**src/rtl/ahb2apb_pkg.sv**
```systemverilog
// Shared encodings and FSM state type for the AHB-Lite to APB3 bridge.
package ahb2apb_pkg;

  localparam logic [1:0] HTRANS_IDLE   = 2'b00;
  localparam logic [1:0] HTRANS_BUSY   = 2'b01;
  localparam logic [1:0] HTRANS_NONSEQ = 2'b10;
  localparam logic [1:0] HTRANS_SEQ    = 2'b11;

  localparam logic RESP_OKAY  = 1'b0;
  localparam logic RESP_ERROR = 1'b1;

  typedef enum logic [2:0] {
    StIdle,
    StWdata,
    StSetup,
    StAccess,
    StErr
  } state_e;

  // Only NONSEQ and SEQ carry a transfer; IDLE and BUSY are answered with zero-wait OKAY.
  function automatic logic htrans_active(input logic [1:0] htrans);
    return (htrans != HTRANS_IDLE) && (htrans != HTRANS_BUSY);
  endfunction

endpackage

```
**src/rtl/ahb2apb_psel_decode.sv**
```systemverilog
// Combinational decode of the slave index field into a one-hot APB select and a valid flag.
module ahb2apb_psel_decode #(
  parameter int unsigned NUM_SLV = 4,
  parameter int unsigned IDX_W   = 2
) (
  input  logic [IDX_W-1:0]   idx_i,
  output logic [NUM_SLV-1:0] psel_o,
  output logic               valid_o
);

  always_comb begin
    psel_o  = '0;
    valid_o = (NUM_SLV == 1) || (32'(idx_i) < NUM_SLV);
    for (int unsigned i = 0; i < NUM_SLV; i++) begin
      if ((NUM_SLV == 1) || (32'(idx_i) == i)) begin
        psel_o[i] = 1'b1;
      end
    end
  end

endmodule

```
**src/rtl/ahb2apb_bridge.sv**
```systemverilog
// AHB-Lite slave turning each accepted transfer into one APB3 transfer.
// Define AHB2APB_ERR_RESP_EN to map pslverr and undecoded addresses onto an AHB ERROR response.
module ahb2apb_bridge
  import ahb2apb_pkg::*;
#(
  parameter int unsigned ADDR_W      = 32,
  parameter int unsigned DATA_W      = 32,
  parameter int unsigned NUM_SLV     = 4,
  parameter int unsigned SLV_SEL_LSB = 12
) (
  input  logic                      hclk,
  input  logic                      hreset_n,
  input  logic                      hsel,
  input  logic [ADDR_W-1:0]         haddr,
  input  logic [1:0]                htrans,
  input  logic                      hwrite,
  input  logic [2:0]                hsize,
  input  logic [DATA_W-1:0]         hwdata,
  input  logic                      hready_in,
  output logic                      hreadyout,
  output logic                      hresp,
  output logic [DATA_W-1:0]         hrdata,
  output logic [ADDR_W-1:0]         paddr,
  output logic [NUM_SLV-1:0]        psel,
  output logic                      penable,
  output logic                      pwrite,
  output logic [DATA_W-1:0]         pwdata,
  input  logic [NUM_SLV*DATA_W-1:0] prdata,
  input  logic [NUM_SLV-1:0]        pready,
  input  logic [NUM_SLV-1:0]        pslverr
);

  localparam int unsigned IdxW = (NUM_SLV > 1) ? $clog2(NUM_SLV) : 1;

  state_e              state_q;
  logic [ADDR_W-1:0]   addr_q;
  logic                write_q;
  logic [NUM_SLV-1:0]  sel_q;
  logic                hreadyout_q;
  logic                hresp_q;
  logic [DATA_W-1:0]   hrdata_q;
  logic [ADDR_W-1:0]   paddr_q;
  logic [NUM_SLV-1:0]  psel_q;
  logic                penable_q;
  logic                pwrite_q;
  logic [DATA_W-1:0]   pwdata_q;

  logic [NUM_SLV-1:0]  dec_psel;
  logic                dec_valid;
  logic                accept;
  logic [DATA_W-1:0]   sel_rdata;
  logic                sel_ready;
  logic                sel_err;

  ahb2apb_psel_decode #(
    .NUM_SLV (NUM_SLV),
    .IDX_W   (IdxW)
  ) u_decode (
    .idx_i   (haddr[SLV_SEL_LSB +: IdxW]),
    .psel_o  (dec_psel),
    .valid_o (dec_valid)
  );

  assign accept = hsel && hready_in && htrans_active(htrans) && hreadyout_q;

  // The captured select is one-hot, so an AND-OR mux picks the active slave's response.
  always_comb begin
    sel_rdata = '0;
    sel_ready = 1'b0;
    sel_err   = 1'b0;
    for (int unsigned i = 0; i < NUM_SLV; i++) begin
      if (sel_q[i]) begin
        sel_rdata = sel_rdata | prdata[i*DATA_W +: DATA_W];
        sel_ready = sel_ready | pready[i];
        sel_err   = sel_err | pslverr[i];
      end
    end
  end

  always_ff @(posedge hclk or negedge hreset_n) begin
    if (!hreset_n) begin
      state_q     <= StIdle;
      addr_q      <= '0;
      write_q     <= 1'b0;
      sel_q       <= '0;
      hreadyout_q <= 1'b1;
      hresp_q     <= RESP_OKAY;
      hrdata_q    <= '0;
      paddr_q     <= '0;
      psel_q      <= '0;
      penable_q   <= 1'b0;
      pwrite_q    <= 1'b0;
      pwdata_q    <= '0;
    end else begin
      unique case (state_q)
        StIdle: begin
          hreadyout_q <= 1'b1;
          hresp_q     <= RESP_OKAY;
          if (accept) begin
            addr_q  <= haddr;
            write_q <= hwrite;
            sel_q   <= dec_psel;
            if (!dec_valid) begin
`ifdef AHB2APB_ERR_RESP_EN
              hreadyout_q <= 1'b0;
              hresp_q     <= RESP_ERROR;
              state_q     <= StErr;
`else
              if (!hwrite) begin
                hrdata_q <= '0;
              end
`endif
            end else if (hwrite) begin
              hreadyout_q <= 1'b0;
              state_q     <= StWdata;
            end else begin
              hreadyout_q <= 1'b0;
              psel_q      <= dec_psel;
              paddr_q     <= haddr;
              pwrite_q    <= 1'b0;
              state_q     <= StSetup;
            end
          end
        end
        StWdata: begin
          pwdata_q <= hwdata;
          psel_q   <= sel_q;
          paddr_q  <= addr_q;
          pwrite_q <= write_q;
          state_q  <= StSetup;
        end
        StSetup: begin
          penable_q <= 1'b1;
          state_q   <= StAccess;
        end
        StAccess: begin
          if (sel_ready) begin
            psel_q    <= '0;
            penable_q <= 1'b0;
`ifdef AHB2APB_ERR_RESP_EN
            if (sel_err) begin
              hresp_q <= RESP_ERROR;
              state_q <= StErr;
            end else
`endif
            begin
              if (!write_q) begin
                hrdata_q <= sel_rdata;
              end
              hreadyout_q <= 1'b1;
              state_q     <= StIdle;
            end
          end
        end
        StErr: begin
          hreadyout_q <= 1'b1;
          state_q     <= StIdle;
        end
        default: state_q <= StIdle;
      endcase
    end
  end

  assign hreadyout = hreadyout_q;
  assign hresp     = hresp_q;
  assign hrdata    = hrdata_q;
  assign paddr     = paddr_q;
  assign psel      = psel_q;
  assign penable   = penable_q;
  assign pwrite    = pwrite_q;
  assign pwdata    = pwdata_q;

  // Every size is treated as a word transfer.
  logic unused_hsize;
  assign unused_hsize = ^hsize;
`ifndef AHB2APB_ERR_RESP_EN
  logic unused_sel_err;
  assign unused_sel_err = sel_err;
`endif

endmodule

```
**config.mk**
```make
export PLATFORM = sky130hd
export DESIGN_NAME = ahb2apb_bridge
export DESIGN_NICKNAME = d
export VERILOG_FILES = /design/src/rtl/ahb2apb_pkg.sv /design/src/rtl/ahb2apb_psel_decode.sv /design/src/rtl/ahb2apb_bridge.sv
export SDC_FILE = /design/constraint.sdc
export NUM_CORES = 1
export LEC_CHECK = 0
export BUFFER_PORTS_ARGS = -buffer_cell sky130_fd_sc_hd__buf_2
export CORE_AREA = 3 3 120 122
export CTS_BUF_LIST = sky130_fd_sc_hd__clkbuf_4 sky130_fd_sc_hd__clkbuf_8
export CTS_CLUSTER_DIAMETER = 80
export DETAILED_ROUTE_END_ITERATION = 10
export DIE_AREA = 0 0 123 125
export PLACE_DENSITY = 0.81
export SYNTH_ARGS = -nofsm -noshare
export SYNTH_HDL_FRONTEND = slang
export SYNTH_HIERARCHICAL = 1
export SYNTH_SLANG_ARGS = --single-unit
export TNS_END_PERCENT = 50
```
**constraint.sdc**
```tcl
create_clock -name hclk -period 4.6 [get_ports hclk]
set_input_delay 0.69 -clock hclk [delete_from_list [all_inputs] [get_ports hclk]]
set_output_delay 0.69 -clock hclk [all_outputs]
set_load 0.02 [all_outputs]
```
# == Yosys cells after proc, flatten, opt, wreduce, memory -nomap -nowiden ==
# Index checks and enable logic that the tools add are counted.
# classes
bitwise,7
reduce_logical,18
n_eq_ne,11
n_mux,31
# op_table
op,count
$mux 32,6
$or 32x32->32,3
$pmux 32 s2,1
$mux 1,13
$mux 4,3
$pmux 3 s4,1
$pmux 4 s3,1
$reduce_and 2->1,4
$eq 3x2->1 const B,2
$mux 3,2
$ne 2x2->1 const B,3
$reduce_and 3->1,2
$reduce_bool 2->1,3
$reduce_bool 3->1,2
$eq 2x2->1 const B,2
$logic_and 1x1->1,4
$pmux 1 s2,2
$reduce_and 4->1,1
$eq 3x1->1 const B,1
$eq 3x3->1 const B,1
$logic_not 3->1,1
$or 1x1->1,3
$pmux 1 s3,1
$eq 2x1->1 const B,1
4 further kinds,4
# totals
input_bits,210
word_cells,78
ff_bits,143
output_inout_bits,104

# == Logic depth before layout (Yosys ltp) ==
# logic_depth
depth_word,9
ltp_mapped,9
ltp_nobuf,6

# == Modules after synthesis ==
# Netlist, hierarchy kept.
# by_module_without_submodules
mod,n_inst,seq_area_each_um2,area_each_um2,cells_per_inst
ahb2apb_bridge,1,3554.7,6493.7,507
ahb2apb_psel_decode,1,0.0,37.5,6

# == Worst setup path before layout ==
# No wires, ideal clock.
# synth_path
path_kind,register -> register
startpoint,register state_q[0]
endpoint,"register psel_q[0], in the netlist psel[0]"
t_required_ps,4475
slack_ps,2762
arrival_time_ps,1713
setup_ps,125
n_path_buf,1
path_stages_with_launch,8
synth_period_minus_slack_ps,1838
cell_sequence,dfrtp_1 -> inv_1 -> ha_1 -> buf_2 -> or2_2 -> nor2_1 -> a211o_4 -> mux2_4
# synth_via
elab_chain_len,3
word_cells_on_any_way,9
classes_between,eq/ne: 5; mux: 1; reduce/logical: 3
# synth_lines
item,line,rtl
"start, declared",ahb2apb_bridge.sv:35,state_e state_q;
"start signal, assigned",ahb2apb_bridge.sv:82,state_q <= StIdle;
"start signal, assigned",ahb2apb_bridge.sv:115,state_q <= StWdata;
"start signal, assigned",ahb2apb_bridge.sv:121,state_q <= StSetup;
"$eq 3x2->1, or another cell as far along",ahb2apb_bridge.sv:95,unique case (state_q)
$ne 2x2->1 (no line) or $reduce_bool 3->1 (tied branches),-,
$reduce_and 4->1 (no line),-,
"end signal, assigned",ahb2apb_bridge.sv:118,psel_q <= dec_psel;
"end signal, assigned",ahb2apb_bridge.sv:127,psel_q <= sel_q;
"end, declared",ahb2apb_bridge.sv:43,logic [NUM_SLV-1:0] psel_q;
# Parallel ways exist; a longest one is shown, timed or not.
# A chain may end at the register's enable or synchronous reset.

# == Final worst setup path ==
# layout_path
startpoint,register state_q[0]
endpoint,"register hrdata_q[8], in the netlist hrdata[8]"
# layout_via
elab_chain_len,2
# layout_lines
item,line,rtl
$eq 3x2->1,ahb2apb_bridge.sv:95,
$reduce_and 3->1 (no line),-,
"end signal, assigned",ahb2apb_bridge.sv:148,hrdata_q <= sel_rdata;
"end, declared",ahb2apb_bridge.sv:41,logic [DATA_W-1:0] hrdata_q;
# Every way passes these cells.

==> summary.md <==
| Metric | Value |
|---|---|
| Status | finished, final reports clean |
| Int Pwr | between 1.5 and 2 mW |
| Layout area overhead | 31.0% |
| Share of layout cells above drive strength 1 | 0.528 |
| # Post-CTS Setup Buffers | 0 |
| Seq cells post-synth | ~140 |
| Post-layout minimum cycle time | between 2000 and 3000 ps |
| Clk_lat worst skew | between 400 and 500 ps |
| Routed WL | about 19 mm |
| Arr. time, crit path | ~3100 ps |
| Netlist cell types | 42 |
| Commonest non-fill, non-tap cell in the layout | buf_2 |
| # port buffers | ~300 |
| Final #Nets | between 1000 and 1500 |
| Worst Setup EP | hrdata[8] |
| CTS max path bufs | 2 |
| Cell family with most CP delay | simple AND/OR/NAND/NOR gates |
| Via count | between 5000 and 6000 |
| Ranking of synthesized cells by area | dfrtp_1, mux2_2, mux2i_1, a22o_1, a221oi_1 |
| Worst Path Buf+Inv | 1 |
| Cells after Synth | 513 |
| Worst vdd ir | ~0.00021 V |
| Fin crit share | 0.605 |
| DR iter-0 viols | approximately 380 |
| Total CTS buffers | 17 |
| Worst R2R Path Depth | 5 |
| Clock skew | approximately 6.3 ps |
| First-pass DRT Iterations | 6 |
| Most frequent cells in the layout | buf_2, dfrtp_1, mux2_2 |
| Max_cap viols | 0 |
| CTS tree | yes |
| R2R Path Start | state_q[0] |
| Synth Area in Compound Gates | 0.185 |
| Number of global-route vias before repair | slightly below 6000 |
| Syn Nets | 727 |
| Htree depth | 4 |
| Post-synth EDFFs | 0 |
| Routability Congestion | 0.927 |
| CP max stage cell | nand3_1 |
| Ys Warns | 6 |
| Starting Density | 0.491 |
| Reg clk slew, reported paths | around 70 ps |
| Dpl hpwl | 13.9 mm |
| Mux cell area share after synthesis | 0.179 |
| CP startpoint | state_q[0] |
| Worst rel slew slack | 0.171 |
| Clock sink total | ~140 |
| Seq/Total Area, Yosys | 0.544 |
| Switching pwr | roughly 0.54 mW |
| CP required | 4920 ps |
| RSZ-0062 raised after global routing | no |
| Die ar. | about 15000 sq um |
| # DRC | 0 |
| # rows | between 40 and 50 |
| Initial antenna violation count | 0 |
| Largest family of logic cells by synthesized area | compound AO/OA/AOI/OAI gates |
| First-pass GRT wire length | 29.8 mm |
| Final hold viol count | 0 |
| PD cells | a little under 300 nW/um^2 |
| Post-synthesis cell area | between 6000 and 7000 sq um |
| Sw Share | 0.214 |
| Largest net degree at the start of global routing | 67 |
| Crit end category | flip-flop |
| Ys flop type | dfrtp_1 |
| Worst Hold Class | in -> async |
| CP peak stage delay | between 800 and 900 ps |
| Area share of the largest cell type after synthesis | 0.540 |
| Kind of critical path | reg -> reg |
| Root Driver | clkbuf_8 |
| N_diodes | 0 |
| Post-CTS Resized | 0 |
| Asr flop ratio synth | 1.00 |
| Antenna Nets Post-Route | 0 |
| Total core area | roughly 13000 sq um |
| Worst-path cell chain | inv_1, ha_1, a21bo_2, nand3_1, o2bb2ai_1 |
| Final setup viols | 0 |
| Chip Width | between 100 and 150 microns |
| Io pins | 314 |
| Critical Path Fanout Max | 32 |
| CP Launch Type | flip-flop |
| Global route overflow | 0 |
| Tot GR Track Use | 0.247 |
| R2r setup slk | between 1500 and 2000 ps |
| Clk pwr share | 0.430 |
| Post-synthesis simple-gate area fraction | 0.0416 |
| Slew at the pin closest to its max-slew limit | approximately 1200 ps |
| Post-Synth XOR/XNOR Area | 0 |
| Area leader, netlist | dfrtp_1 |
| DR vias/cell | roughly 5.6 |
| Wire per inst | ~19 microns |
| Reg2reg end | hrdata[8] |
| Hold Buf Count CTS | 0 |
| Overall Power | 2.54 mW |
| Max-slew violations | 0 |
| FMAX | 0.359 GHz |
| Post-Synth Adder-Cell Area | 0.00766 |
| Worst path depth | 5 |
| Logic gate share of total power | 0.071 |
| Setup TNS | 0 ps |
| Die height | 125 microns |
| Static leakage | 4.39 nW |
| Syn avg cell area | 12.7 sq um |
| Sequential power share | 0.499 |
## synthesized netlist by cell type (all sizes together), types with 3 or more instances
cell / number
a22o: 36
nor2: 5
buf: 31
o21ai: 36
dfrtp: 141
mux2: 73
mux2i: 33
nand2: 39
nand3: 3
o2bb2ai: 32
inv: 4
ha: 4
clkbuf: 15
a31oi: 3
a221oi: 32
nor2b: 3
## cells by family (layout without fill, tap and decap cells)
group,Yosys count,in the layout
flip-flops,142,142
AO/OA/AOI/OAI,150,150
other,2,2
AND/OR/NAND/NOR,59,59
buffers and inverters,50,349
multiplexers,106,106
adder cells (fa/ha/maj),4,4
## how the worst min path moves through the flow
stage / slack, ps / startpoint / cells after the start / end
after floorplan: 390 / hreset_n / 0 / addr_q[0]
after global placement: 460 / paddr[22] / 2 / paddr[22]
after detailed placement: 470 / paddr[0] / 2 / paddr[0]
after CTS: 190 / hreset_n / 1 / pwdata[18]
after global routing: 210 / hreset_n / 1 / pwdata[11]
final: 200 / hreset_n / 1 / pwdata[6]
## state kept, by name, summed over array words and instances (netlist names)
register / flops
write_q: 1
paddr: 32
addr_q: 32
state_q: 2
pwdata: 32
hreadyout: 1
pwrite: 1
psel: 4
penable: 1
sel_q: 4
hrdata: 32
## power groups by stage
stage / registers (mW) / clock network (mW) / logic, mW
after floorplan: 1.31 / 0 / 0.0254
after global placement: 1.29 / 0 / 0.174
after detailed placement: 1.29 / 0 / 0.181
after CTS: 1.27 / 1.11 / 0.182
after global routing: 1.27 / 1.18 / 0.199
final: 1.27 / 1.09 / 0.180
## layout make-up
class / count / area [sq um]
clock buffers: 27 / 347
repair buffers: 313 / 1600
well taps: 176 / 220
fillers: 1007 / 4740
flip-flops and latches: 142 / 3550
clock inverters: 5 / 100
multi-input cells: 321 / 2730
inverters: 4 / 15.0
## metal layers
layer,wire [microns],up-vias,GRT usage
met4,407,0,0.0951
met5,0,-,0
met3,1560,40,0.0705
li1,-,2503,-
met2,9440,281,0.409
met1,7430,2703,0.304
## through the flow
step	utilization	setup slack (ps)	instance area [sq um]	hold WS, ps	std cells
after global routing	0.644	1540	8560	205	988
after global placement	0.610	2000	8110	457	956
after detailed placement	0.610	1820	8110	469	956
after CTS	0.644	1810	8560	190	988
final	0.644	1820	8560	199	988
after floorplan	-	2760	6530	394	513
Power figures use the tool's default switching activity.
